===== src/rtl/frame_arb_pkg.sv =====
// Shared types and default bus widths for the frame-buffer SRAM path
// (arbiter, timer and output controller).
package frame_arb_pkg;

   localparam int ADDR_W_DEF = 19;
   localparam int DATA_W_DEF = 16;

   typedef enum logic [2:0] {
      IDLE,
      RD,
      RD_WAIT,
      WR,
      TURN
   } arb_state_t;

   function automatic int max_int(input int a, input int b);
      return (a > b) ? a : b;
   endfunction

endpackage


===== src/rtl/arb_starve_counter.sv =====
// Counts how long the host has been kept waiting for the SRAM and flags
// starvation once the wait reaches STARVE_MAX cycles.
module arb_starve_counter #(
   parameter int STARVE_MAX = 1024
) (
   input  logic clk,
   input  logic n_rst,
   input  logic count_en,
   input  logic clear,
   output logic starved
);

   localparam int CNT_W = $clog2(STARVE_MAX + 1);

   logic [CNT_W-1:0] count;

   // Clear wins over counting; the count parks at STARVE_MAX until cleared
   always_ff @(posedge clk or negedge n_rst) begin
      if (!n_rst) begin
         count <= '0;
      end else if (clear) begin
         count <= '0;
      end else if (count_en && (count != CNT_W'(STARVE_MAX))) begin
         count <= count + CNT_W'(1);
      end
   end

   assign starved = (count == CNT_W'(STARVE_MAX));

endmodule


===== src/rtl/frame_sram_arbiter.sv =====
// Arbitrates the single-port frame-buffer SRAM between display reads and
// host writes, driving registered SRAM strobes, address and write data.
module frame_sram_arbiter
   import frame_arb_pkg::*;
#(
   parameter int ADDR_W     = ADDR_W_DEF,
   parameter int DATA_W     = DATA_W_DEF,
   parameter int RD_LAT     = 2,
   parameter int WR_CYC     = 2,
   parameter int STARVE_MAX = 1024
) (
   input  logic              clk,
   input  logic              n_rst,
   input  logic              blank,
   input  logic              disp_req,
   input  logic [ADDR_W-1:0] disp_addr,
   output logic              disp_grant,
   output logic              disp_rvalid,
   output logic [DATA_W-1:0] disp_rdata,
   input  logic              host_req,
   input  logic [ADDR_W-1:0] host_addr,
   input  logic [DATA_W-1:0] host_wdata,
   output logic              host_ack,
   output logic              host_starved,
   output logic [ADDR_W-1:0] sram_addr,
   output logic [DATA_W-1:0] sram_wdata,
   input  logic [DATA_W-1:0] sram_rdata,
   output logic              sram_ce_n,
   output logic              sram_oe_n,
   output logic              sram_we_n
);

   localparam int PH_W = $clog2(max_int(RD_LAT, WR_CYC) + 1);

   arb_state_t      state;
   logic [PH_W-1:0] phase_cnt;
   logic            host_win;
   logic            starve_en;
   logic            starve_clr;

   // Display normally wins; the host gets through in blanking, when starved,
   // or whenever the display is not asking.
   assign host_win   = host_req & (blank | host_starved | ~disp_req);
   assign starve_en  = host_req & (state != WR) & (state != TURN);
   assign starve_clr = host_ack | ~host_req;

   arb_starve_counter #(
      .STARVE_MAX(STARVE_MAX)
   ) u_starve (
      .clk     (clk),
      .n_rst   (n_rst),
      .count_en(starve_en),
      .clear   (starve_clr),
      .starved (host_starved)
   );

   // Strobes are registered together with the state so the pins change
   // exactly on the cycle an operation phase begins or ends.
   always_ff @(posedge clk or negedge n_rst) begin
      if (!n_rst) begin
         state       <= IDLE;
         phase_cnt   <= '0;
         sram_addr   <= '0;
         sram_wdata  <= '0;
         sram_ce_n   <= 1'b1;
         sram_oe_n   <= 1'b1;
         sram_we_n   <= 1'b1;
         disp_rdata  <= '0;
         disp_grant  <= 1'b0;
         disp_rvalid <= 1'b0;
         host_ack    <= 1'b0;
      end else begin
         disp_grant  <= 1'b0;
         disp_rvalid <= 1'b0;
         host_ack    <= 1'b0;
         case (state)
            IDLE: begin
               if (host_win) begin
                  state      <= WR;
                  phase_cnt  <= PH_W'(WR_CYC - 1);
                  sram_addr  <= host_addr;
                  sram_wdata <= host_wdata;
                  sram_ce_n  <= 1'b0;
                  sram_we_n  <= 1'b0;
                  sram_oe_n  <= 1'b1;
               end else if (disp_req) begin
                  state      <= RD;
                  sram_addr  <= disp_addr;
                  sram_ce_n  <= 1'b0;
                  sram_oe_n  <= 1'b0;
                  disp_grant <= 1'b1;
               end
            end
            RD: begin
               state     <= RD_WAIT;
               phase_cnt <= PH_W'(RD_LAT - 1);
            end
            RD_WAIT: begin
               if (phase_cnt == '0) begin
                  state       <= IDLE;
                  disp_rdata  <= sram_rdata;
                  disp_rvalid <= 1'b1;
                  sram_ce_n   <= 1'b1;
                  sram_oe_n   <= 1'b1;
               end else begin
                  phase_cnt <= phase_cnt - PH_W'(1);
               end
            end
            WR: begin
               if (phase_cnt == '0) begin
                  state     <= TURN;
                  sram_ce_n <= 1'b1;
                  sram_we_n <= 1'b1;
                  host_ack  <= 1'b1;
               end else begin
                  phase_cnt <= phase_cnt - PH_W'(1);
               end
            end
            TURN: begin
               state <= IDLE;
            end
            default: begin
               state     <= IDLE;
               sram_ce_n <= 1'b1;
               sram_oe_n <= 1'b1;
               sram_we_n <= 1'b1;
            end
         endcase
      end
   end

endmodule


===== config.mk =====
export PLATFORM = sky130hd
export DESIGN_NAME = frame_sram_arbiter
export DESIGN_NICKNAME = d
export VERILOG_FILES = /design/src/rtl/frame_arb_pkg.sv /design/src/rtl/arb_starve_counter.sv /design/src/rtl/frame_sram_arbiter.sv
export SDC_FILE = /design/constraint.sdc
export NUM_CORES = 1
export LEC_CHECK = 0
export CAP_MARGIN = 20
export CORE_UTILIZATION = 35
export DETAILED_ROUTE_END_ITERATION = 8
export GPL_TIMING_DRIVEN = 0
export PLACE_DENSITY_LB_ADDON = 0.15
export SYNTH_ARGS = -nofsm -noshare
export SYNTH_HDL_FRONTEND = slang
export SYNTH_HIERARCHICAL = 1
export SYNTH_SLANG_ARGS = --single-unit

===== constraint.sdc =====
create_clock -name clk -period 3.7 [get_ports clk]
set_clock_uncertainty 0.1 [all_clocks]
set_input_delay 1.11 -clock clk [delete_from_list [all_inputs] [get_ports clk]]
set_output_delay 1.11 -clock clk [all_outputs]
set_load 0.03 [all_outputs]

== Word level (Yosys, flattened, before mapping) ==
Index checks and enable logic that the tools add are counted.

* Add/subtract/negate cells: 2
* Equal/unequal tests: 14
* Muxes and demuxes: 26
* Bitwise logic cells: 11
* Reduce and logical (&&, ||, !) cells: 18

{| class="wikitable"
|+ Operators by type and width
! cell !! count
|-
| 2-to-1 mux 19 bit || 2
|-
| 2-to-1 mux 11 bit || 2
|-
| AND reduction 3 bit || 5
|-
| 2-to-1 mux 3 bit || 4
|-
| case mux 3 bit (4 select lines) || 1
|-
| adder 11 x 1 -> 11 bit (second input constant) || 1
|-
| equality test 11 bit (second input constant) || 1
|-
| 2-to-1 mux 1 bit || 11
|-
| inequality test 11 bit (second input constant) || 1
|-
| case mux 1 bit (3 select lines) || 3
|-
| inequality test 2 bit (second input constant) || 4
|-
| equality test 3 x 2 -> 1 bit (second input constant) || 2
|-
| inequality test 3 bit (second input constant) || 2
|-
| case mux 2 bit (3 select lines) || 1
|-
| AND reduction 2 bit || 3
|-
| OR reduction 3 bit || 2
|-
| NOT 1 bit || 5
|-
| 2-to-1 mux 2 bit || 2
|-
| nonzero test 2 bit || 2
|-
| OR reduction 2 bit || 2
|-
| AND 1 bit || 3
|-
| equality test 3 x 1 -> 1 bit (second input constant) || 1
|-
| equality test 3 bit (second input constant) || 1
|-
| zero test 3 bit || 1
|-
| other kinds (7) || 9
|}

* Flip-flop bits (word level): 73
* Input port bits: 75
* Output and inout port bits: 58
* Logic and storage cells: 83

== Depth between registers and ports, before layout ==
Gate-level depths: netlist of the first run.

* Word-level depth: 6
* Mapped depth: 8
* Depth with buffers taken out: 6

== Modules after synthesis ==
Netlist of the first run, hierarchy kept.

{| class="wikitable"
|+ Modules (own cells, without submodules)
! module !! times used !! cells each !! area an instance (um^2) !! seq. area each (um^2)
|-
| frame_sram_arbiter || 1 || 232 || 2725.1 || 1555.2
|-
| arb_starve_counter || 1 || 64 || 621.8 || 275.3
|}

== Least setup slack after synthesis of the first run ==
Ideal clock, no wire load.

* Kind: input to register
* From: input port host_req
* To: register u_starve.count[0]
* Library setup time: 0.125 ns
* Data arrival time: 2.411 ns
* Data required time: 3.475 ns
* Slack: 1.064 ns
* Stages: 6
* Buffers on the path: 1
* Cells stage by stage: inv_1 clkbuf_1 a21oi_1 inv_1 a41oi_1 mux2_2

* Word-level cells in the longest chain between the ends: 4

{| class="wikitable"
|+ Ends and longest elaborated chain
! element !! line !! RTL
|-
| from (decl) || frame_sram_arbiter.sv:20 || <nowiki>input logic host_req,</nowiki>
|-
| AND 1 bit (2 in a row) || frame_sram_arbiter.sv:44 || <nowiki>assign starve_en = host_req & (state != WR) & (state != TURN);</nowiki>
|-
| net starve_en || frame_sram_arbiter.sv:38 || <nowiki>logic starve_en;</nowiki>
|-
| logical AND 1 bit || arb_starve_counter.sv:23 || <nowiki>end else if (count_en && (count != CNT_W'(STARVE_MAX))) begin</nowiki>
|-
| nonzero test 2 bit (no line) || -- ||
|-
| to (signal assigned) || arb_starve_counter.sv:24 || <nowiki>count <= count + CNT_W'(1);</nowiki>
|-
| to (decl) || arb_starve_counter.sv:15 || <nowiki>logic [CNT_W-1:0] count;</nowiki>
|}

The timed path passes the listed nets, and every way through them passes these cells.
A chain may end at the register's enable or synchronous reset.

== Worst setup path in the final report of the first run ==
* From: register u_starve.count[3]
* To: output port host_starved

* Word-level cells in the longest chain between the ends: 1

{| class="wikitable"
|+ Ends and longest elaborated chain
! element !! line !! RTL
|-
| equality test 11 bit || arb_starve_counter.sv:28 || <nowiki>assign starved = (count == CNT_W'(STARVE_MAX));</nowiki>
|-
| to (decl) || frame_sram_arbiter.sv:24 || <nowiki>output logic host_starved,</nowiki>
|}

Every way passes these cells.

==> impl_metrics.ini, run 1 <==
[outcome]
outcome = finished clean

[sta]
final-max-slew-violation-count = 0
period_needed_ps = 3440
hold_viol = 0
maxSlewHeadroom = 0.628
rsz0062_at_grt = no
max_freq_ghz = 0.291
whs_ps = 393
setup_violations = 0
tightest_slew_ps = 558
fin_crit_sh = 0.930

[synth]
ys_types = 47
synth-seq-cells = 73
yosys.area_share.xor_xnor = 0.00523
avgSynthCellArea_um2 = 11.3
ys.flop_type = dfrtp_1
netlist_area_um2 = 3350
synth_top_family_by_area = compound AO/OA/AOI/OAI gates
synth.mux.area_fraction = 0.117
synth-simple-area-share = 0.136
synth_warnings = 6
async_flop_share = 1.00
synth_compound_area_frac = 0.147
synthAdderAreaFrac = 0.0112
synth_fp_nets = 374
synth-edff-count = 0
synth_seq_area_share = 0.547
synthCells = 296

[clock_tree]
cts_buffers = 9
cts_tree = done
cts_sinks = 73
clock-root-buffer = clkbuf_8
path_clk_slew_ps = 70
insertion_delay_ps = 330
post_cts.repair.setup_buffers = 0
clock_path_buffers = 2
cts_hold_buffers = 0
cts_resized = 0
htree_levels = 3

[grt]
grt_max_degree = 62
grt_pass1_wl_um = 13300
grtUsageTotal = 0.168
grt_overflow = 0
grt_pass1_vias = 2792
antenna_found_initial = 0

[die]
ios = 133
core_area_um2 = 9240
dieArea_um2 = 9960
num_rows = 35
die_w_um = 99.8
die_h_um = 99.8
initial_core_util = 0.362

[drt]
wire_per_inst_um = 14.2
remaining_drc_errors = 0
num_vias = 2870
antenna_left = 0
first_iter_violations = 111
drt-pass1-iter-count = 4
drt-total-wl_um = 8150
viasPerCell = 5.01

[setup_path]
crit_type = register to output pin
ff2ff_path_depth = 6
crit_cells = 3
slowest_delay_ps = 710
crit_fanout = 5
worstSetupEndpointType = output pin
crit_slowest_cell = clkdlybuf4s50_1
arrival_ps = 2230
crit_chain = nor4_1 -> and4_1 -> clkdlybuf4s50_1
critPathLaunchType = register
critPathBufInv = 1
cp.required_ps = 2490
crit_family = simple AND/OR/NAND/NOR gates

[power_and_ir_drop]
power.density_nw_per_um2 = 803
ir_drop_mv = 0.329
p_leak_nw = 2.01

[placed_design]
gp_congestion = 0.815
place_hpwl_um = 5910
io_buffer_count = 132

[min_path]
min_path_type = register to register
worstHoldPathCells = 1

[flow_run]
max_cap_violations = 0

[finish]
final_common_cell = clkdlybuf4s50_1
fin_util = 0.544
layout_common_cells = clkdlybuf4s50_1, dfrtp_1, a21oi_1, o21ai_0, mux2_2
area_delta_synth_final_pct = 50.1
nNetsFinal = 518
drive_gt1_frac = 0.146
antenna_cells = 0
## routing by layer
layer  GRT usage  wire, um  vias to the layer above
met1       0.221      3750                     1385
met4      0.0622        91                        0
met3      0.0439       590                        7
met2       0.268      3710                       99
met5           0         0                        -
li1            -         -                     1379
## registers in the layout, indices dropped and copies added (netlist names), 2 cells and up
register / count
sram_wdata: 16
state: 3
disp_rdata: 16
u_starve/count: 11
sram_addr: 19
phase_cnt: 2
## final timing paths
check	from	slack [ps]	end
max in group asynchronous	n_rst	2390	sram_oe_n
hold / removal	sram_wdata[13]	390	sram_wdata[13]
min in group asynchronous	n_rst	510	disp_rdata[15]
hold reg to reg	sram_wdata[13]	390	sram_wdata[13]
setup reg to reg	state[2]	1160	u_starve/count[0]
setup / recovery	u_starve/count[3]	260	host_starved
## area by class of cell
type                    count  area (um^2)
inverters                   8         30.0
flip-flops and latches     73         1830
clock buffers              10          138
clock inverters             5         32.5
well taps                 129          161
repair buffers            133         1350
plain buffers              19         92.6
fillers                   869         4220
multi-input cells         196         1390
## through the flow
step / TNS (ps) / instances / instance area, um^2 / setup slack [ps] / total power [W]
finish: 0 / 573 / 5020 / 258 / 0.00403
detailed placement: 0 / 558 / 4850 / 14.8 / 0.00351
CTS: 0 / 573 / 5020 / 225 / 0.00408
global placement: -86320 / 557 / 4830 / -1220 / 0.00348
floorplan: 0 / 296 / 3350 / 1060 / 0.00262
global route: 0 / 573 / 5020 / 111 / 0.00428
## cell families (layout without fill, tap and decap cells)
logic type / count (synthesis) / count (layout)
mux: 35 / 35
simple gates: 72 / 72
xor+xnor: 2 / 2
fa+ha+maj: 3 / 3
flops: 73 / 73
compound gates: 84 / 84
buf+inv: 27 / 175
## report_power, final
part	leakage (nW)	total (W)	internal (W)	switching (W)
clock	0.0919	0.000553	0.000257	0.000296
sequential	0.877	0.00133	0.00115	0.000182
combinational	1.04	0.00215	0.000967	0.00118
total	2.01	0.00403	0.00237	0.00166
## synthesized netlist by cell type (4+ instances only)
cell type | count | area [um^2]
clkbuf_1 | 12 | 45.0
o21ai_0 | 24 | 120
inv_1 | 8 | 30.0
nand2b_1 | 4 | 25.0
buf_2 | 5 | 25.0
nand3_1 | 22 | 110
nor2_1 | 7 | 26.3
dfrtp_1 | 70 | 1750
mux2_1 | 10 | 113
a31oi_1 | 19 | 119
nand2_1 | 8 | 30.0
mux2_2 | 24 | 270
a21oi_1 | 27 | 135
No activity file was read; power rests on OpenSTA's default activity.
==> run 2, diff against run 1 <==
--- a/config.mk
+++ b/config.mk
@@ -5,7 +5,9 @@
 export SDC_FILE = /design/constraint.sdc
 export NUM_CORES = 1
 export LEC_CHECK = 0
+export ABC_CLOCK_PERIOD_IN_PS = 3500
 export CAP_MARGIN = 20
+export CORE_MARGIN = 3
 export CORE_UTILIZATION = 35
 export DETAILED_ROUTE_END_ITERATION = 8
 export GPL_TIMING_DRIVEN = 0
==> constraint.sdc (replaced) <==
create_clock -name clk -period 3.5 [get_ports clk]
set_clock_uncertainty 0.1 [all_clocks]
set_input_delay 1.05 -clock clk [delete_from_list [all_inputs] [get_ports clk]]
set_output_delay 1.05 -clock clk [all_outputs]
set_load 0.03 [all_outputs]
==> run 2 against run 1 <==
Hold slack better by 0.99 ps. Register-to-register slack worse by 220 ps. First-iteration DRC count fell by 12%. Routed wire length increased by 6.2%. Worst setup slack worse by 32 ps. Non-clock buffer count stayed put. Clock power is 33% higher. Flip-flop and latch count is the same. Critical path type is now input pin to register. Critical endpoint is now u_starve/count[0].
==> impl_metrics.ini, run 2 (synthesized netlist as in run 1, its figures left out) <==
[clock_tree]
post_cts.repair.setup_buffers = 0
path_clk_slew_ps = 80
insertion_delay_ps = 340
clock_path_buffers = 2
clock-root-buffer = clkbuf_8
cts_tree = done
cts_sinks = 73
htree_levels = 3
cts_buffers = 9

[grt]
grt_overflow = 0
antenna_found_initial = 0
grt_max_degree = 41
grt_pass1_vias = 2929
grt_pass1_wl_um = 14500
grtUsageTotal = 0.164

[placed_design]
io_buffer_count = 132
place_hpwl_um = 6370
placed_cells = 558
gp_congestion = 0.777

[finish]
final_common_cell = clkdlybuf4s50_1
top_regs = sram_addr (19), disp_rdata (16), sram_wdata (16)
largest_register_ffs = 19
antenna_cells = 0
nNetsFinal = 518
seqCellArea_um2 = 1830
regMostFlops = sram_addr
num-fill-cells = 860
fin_cells = 574
multiInputGateArea_um2 = 1390
area_delta_synth_final_pct = 51.5
layout_common_cells = clkdlybuf4s50_1, dfrtp_1, a21oi_1, o21ai_0, mux2_2
drive_gt1_frac = 0.146

[setup_path]
critPathLaunchType = input pin
ff2ff_setup_slack_ps = 940
ff2ff_path_depth = 6
arrival_ps = 3400
crit_fanout = 10
crit_chain = clkdlybuf4s50_1 -> inv_1 -> clkbuf_1 -> a21oi_1 -> inv_1 -> a41oi_1 -> mux2_2
crit_slowest_cell = clkdlybuf4s50_1
cp.required_ps = 3630
crit_top_cell = inv_1
slowest_delay_ps = 630
reg2reg_to = u_starve/count[0]
crit_type = input pin to register
worstSetupEndpointType = register
timing.rr.start = state[2]

[die]
die_w_um = 104
num_rows = 35
initial_core_util = 0.361
ios = 133
die_h_um = 104
dieArea_um2 = 10800
core_area_um2 = 9280

[drt]
viasPerCell = 4.98
drt-total-wl_um = 8650
wire_per_inst_um = 15.1
antenna_left = 0
remaining_drc_errors = 0
drt-pass1-iter-count = 4
first_iter_violations = 98
num_vias = 2861

[power_and_ir_drop]
p_sw_w = 0.00179
p_leak_nw = 2.03
p_total_w = 0.00443
p_int_w = 0.00264
clkPwrFrac = 0.166
power.density_nw_per_um2 = 875
netSwitchingFraction = 0.404
ir_drop_mv = 0.316
pwr-share-seq = 0.318
pwr-share-comb = 0.516

[min_path]
min_path_type = register to register
min_to = sram_wdata[14]
min_from = sram_wdata[14]
worstHoldPathCells = 1

[sta]
final-max-slew-violation-count = 0
hold_viol = 0
fin_crit_sh = 0.935
period_needed_ps = 3270
tightest_slew_ps = 588
setup_violations = 0
max_freq_ghz = 0.305
rsz0062_at_grt = no
maxSlewHeadroom = 0.608

[flow_run]
max_cap_violations = 0

[outcome]
outcome = finished clean
[run 2: changes by cell type in the layout (fill, tap and decap cells not counted)]
cell | previous run | this run
buf_16 | 1 | 0
buf_12 | 0 | 1
clkbuf_8 | 10 | 9
clkbuf_1 | 12 | 13
clkdlybuf4s50_1 | 131 | 130
bufinv_16 | 0 | 2
clkinv_2 | 3 | 0
dlymetal6s2s_1 | 0 | 1
clkinvlp_4 | 0 | 2
[run 2: final cells by class]
class / instances / area share
well taps: 129 / 0.0318
clock buffers: 10 / 0.0252
inverters: 8 / 0.00592
clock inverters: 6 / 0.0183
plain buffers: 19 / 0.0183
repair buffers: 133 / 0.265
flip-flops and latches: 73 / 0.361
multi-input cells: 196 / 0.275
[run 2: power by group through the flow]
stage,sequential (W),combinational [W],clock [W]
2_1_floorplan,0.00207,0.000705,0
5_1_grt,0.00146,0.00244,0.000787
3_3_place_gp,0.00142,0.00227,0
6_report,0.00141,0.00229,0.000736
4_1_cts,0.00142,0.00232,0.000749
3_5_place_dp,0.00143,0.00231,0
[run 2: what timing repair did]
| item | in CTS | in global routing |
|---|---|---|
| hold buffers | 0 | 0 |
| setup endpoints to repair | 0 | 1 |
| resized for setup | 0 | 1 |
| endpoints found under the hold margin | 0 | 0 |
[run 2: worst max path at each step]
stage	from	depth (start not counted)	endpoint	slack (ps)
2_1_floorplan	host_req	6	u_starve/count[0]	920
3_3_place_gp	n_rst	1	sram_addr[2]	-1350
3_5_place_dp	host_req	7	u_starve/count[0]	-100
4_1_cts	u_starve/count[3]	3	host_starved	50
5_1_grt	host_req	7	u_starve/count[0]	70
6_report	host_req	7	u_starve/count[0]	230
[run 2: layer usage]
metal,GRT usage,up-vias,wire [um]
li1,-,1381,-
met4,0.0513,0,112
met1,0.214,1381,3930
met5,0,-,0
met3,0.0523,8,562
met2,0.262,91,4050
[run 2: worst max-delay path: cells and delay by family]
family | cells | cell delay, ps
buf+inv | 4 | 1100
compound gates | 2 | 880
mux | 1 | 380
[run 2: per-stage QoR]
| stage | hold WS, ps | cell area, um^2 | worst slack, ps | util | setup TNS, ps |
|---|---|---|---|---|---|
| floorplan | 418 | 3350 | 924 | - | 0 |
| global route | 412 | 5070 | 70.4 | 0.546 | 0 |
| global placement | 371 | 4830 | -1350 | 0.520 | -96340 |
| CTS | 400 | 5070 | 52.0 | 0.546 | 0 |
| detailed placement | 382 | 4850 | -105 | 0.522 | -263 |
| finish | 394 | 5070 | 226 | 0.546 | 0 |
==> run 3, diff against run 2 <==
--- a/config.mk
+++ b/config.mk
@@ -7,7 +7,6 @@
 export LEC_CHECK = 0
 export ABC_CLOCK_PERIOD_IN_PS = 3500
 export CAP_MARGIN = 20
-export CORE_MARGIN = 3
 export CORE_UTILIZATION = 35
 export DETAILED_ROUTE_END_ITERATION = 8
 export GPL_TIMING_DRIVEN = 0
==> run 3 against run 2 <==
Die area is 7.6% lower. First-iteration DRC count is 14% higher. Sequential share of layout area up 0.31 points. Maximum frequency is 0.18% higher. Hold slack got worse by 0.99 ps. Routed wire length is 5.7% lower. Non-clock buffer count unchanged. Core utilization is 0.20 points lower. Critical path depth stayed put. Clock-buffer cell count stayed put. Largest cell class unchanged. Largest power group unchanged.
==> impl_metrics.ini, run 3 (synthesized netlist as in run 1, its figures left out) <==
[setup_path]
arrival_ps = 3390
critPathBufInv = 4
ff2ff_path_depth = 6
critPathCapture = u_starve/count[0]
crit_cells = 7
crit_family = buffers and inverters
crit_top_cell = inv_1
crit_slowest_cell = clkdlybuf4s50_1
timing.rr.start = state[2]
worstSetupEndpointType = register
crit_chain = clkdlybuf4s50_1 -> inv_1 -> clkbuf_1 -> a21oi_1 -> inv_1 -> a41oi_1 -> mux2_2
reg2reg_to = u_starve/count[0]
cp.required_ps = 3620
ff2ff_setup_slack_ps = 970
crit_type = input pin to register
crit_start = host_req
crit_fanout = 10
slowest_delay_ps = 640
critPathLaunchType = input pin

[sta]
period_needed_ps = 3270
max_freq_ghz = 0.306
setup_ws_ps = 232
hold_viol = 0
final-max-slew-violation-count = 0
fin_crit_sh = 0.934
rsz0062_at_grt = no
maxSlewHeadroom = 0.628
tightest_slew_ps = 557
setup_violations = 0

[finish]
area_delta_synth_final_pct = 50.2
multiInputGateArea_um2 = 1390
num-fill-cells = 870
largest_register_ffs = 19
nNetsFinal = 518
seqCellArea_um2 = 1830
top_regs = sram_addr (19), disp_rdata (16), sram_wdata (16)
layout_common_cells = clkdlybuf4s50_1, dfrtp_1, a21oi_1, o21ai_0, mux2_2
drive_gt1_frac = 0.146
antenna_cells = 0
final_common_cell = clkdlybuf4s50_1
fin_cells = 573
regMostFlops = sram_addr

[placed_design]
io_buffer_count = 132
dp_slack_ps = -125
placed_cells = 558
place_hpwl_um = 5910
gp_congestion = 0.815

[clock_tree]
path_clk_slew_ps = 70
cts_hold_buffers = 0
cts_buffers = 9
insertion_delay_ps = 330
clock_path_buffers = 2
cts_resized = 0
clock-root-buffer = clkbuf_8
htree_levels = 3
cts_tree = done
cts_sinks = 73
post_cts.repair.setup_buffers = 0

[drt]
num_vias = 2873
first_iter_violations = 112
viasPerCell = 5.01
wire_per_inst_um = 14.2
drt-pass1-iter-count = 4
antenna_left = 0
drt-total-wl_um = 8160
remaining_drc_errors = 0

[outcome]
outcome = finished clean

[power_and_ir_drop]
ir_drop_mv = 0.348
p_int_w = 0.00251
p_sw_w = 0.00176
p_leak_nw = 2.03
pwr-share-comb = 0.533
p_total_w = 0.00427
clkPwrFrac = 0.137
pwr-share-seq = 0.330
netSwitchingFraction = 0.412
power.density_nw_per_um2 = 848

[grt]
grt_pass1_vias = 2792
grt_overflow = 0
antenna_found_initial = 0
grtUsageTotal = 0.168
grt_max_degree = 62
grt_pass1_wl_um = 13300

[flow_run]
max_cap_violations = 0

[die]
core_area_um2 = 9240
dieArea_um2 = 9960
die_w_um = 99.8
num_rows = 35
initial_core_util = 0.362
die_h_um = 99.8
ios = 133

[min_path]
min_path_type = register to register
-- run 3: changes by cell type in the layout (fill, tap and decap cells not counted), sizes merged --
cell / before / now
clkinvlp: 2 / 0
clkinv: 2 / 5
bufinv: 2 / 0
-- run 3: area by class of cell --
cell class	count	area share
tap	129	0.0321
buffer	19	0.0184
clock inverter	5	0.00647
sequential	73	0.364
multi-input combinational	196	0.277
clock buffer	10	0.0274
inverter	8	0.00597
timing repair buffer	133	0.268
-- run 3: power by group through the flow --
stage | Combinational, W | Clock, W | Sequential [W]
2_1_floorplan | 0.000705 | 0 | 0.00207
3_3_place_gp | 0.00227 | 0 | 0.00141
3_5_place_dp | 0.00229 | 0 | 0.00143
4_1_cts | 0.00229 | 0.000609 | 0.00141
5_1_grt | 0.00242 | 0.000647 | 0.00146
6_report | 0.00227 | 0.000585 | 0.00141
-- run 3: worst reg2reg max path, cell delays in order, from the launching register on --
cell and delay (ps):
dfrtp_1 460, clkbuf_1 370, o21ai_0 130, a21oi_1 480
inv_1 140, a41oi_1 360, mux2_2 380
-- run 3: worst min path at each step --
stage | startpoint | end | slack, ps | depth (start not counted)
4_1_cts | sram_wdata[9] | sram_wdata[9] | 400 | 1
3_3_place_gp | disp_rdata[14] | disp_rdata[14] | 370 | 1
6_report | sram_wdata[13] | sram_wdata[13] | 390 | 1
2_1_floorplan | phase_cnt[1] | phase_cnt[1] | 420 | 1
3_5_place_dp | sram_wdata[13] | sram_wdata[13] | 380 | 1
5_1_grt | sram_wdata[13] | sram_wdata[13] | 410 | 1
-- run 3: metal layers --
metal  track usage  part of all wire  vias to the layer above
met3        0.0439             0.072                        7
met5             0                 0                        -
li1              -                 -                     1379
met1         0.221              0.46                     1391
met2         0.268              0.46                       96
met4        0.0622             0.011                        0
-- run 3: stage by stage --
step,instance area [um^2],setup TNS (ps),hold slack [ps],util
2_1_floorplan,3350,0,418,-
3_3_place_gp,4830,-96820,372,0.523
3_5_place_dp,4850,-275,381,0.525
4_1_cts,5020,0,399,0.544
5_1_grt,5030,0,408,0.544
6_report,5030,0,393,0.544
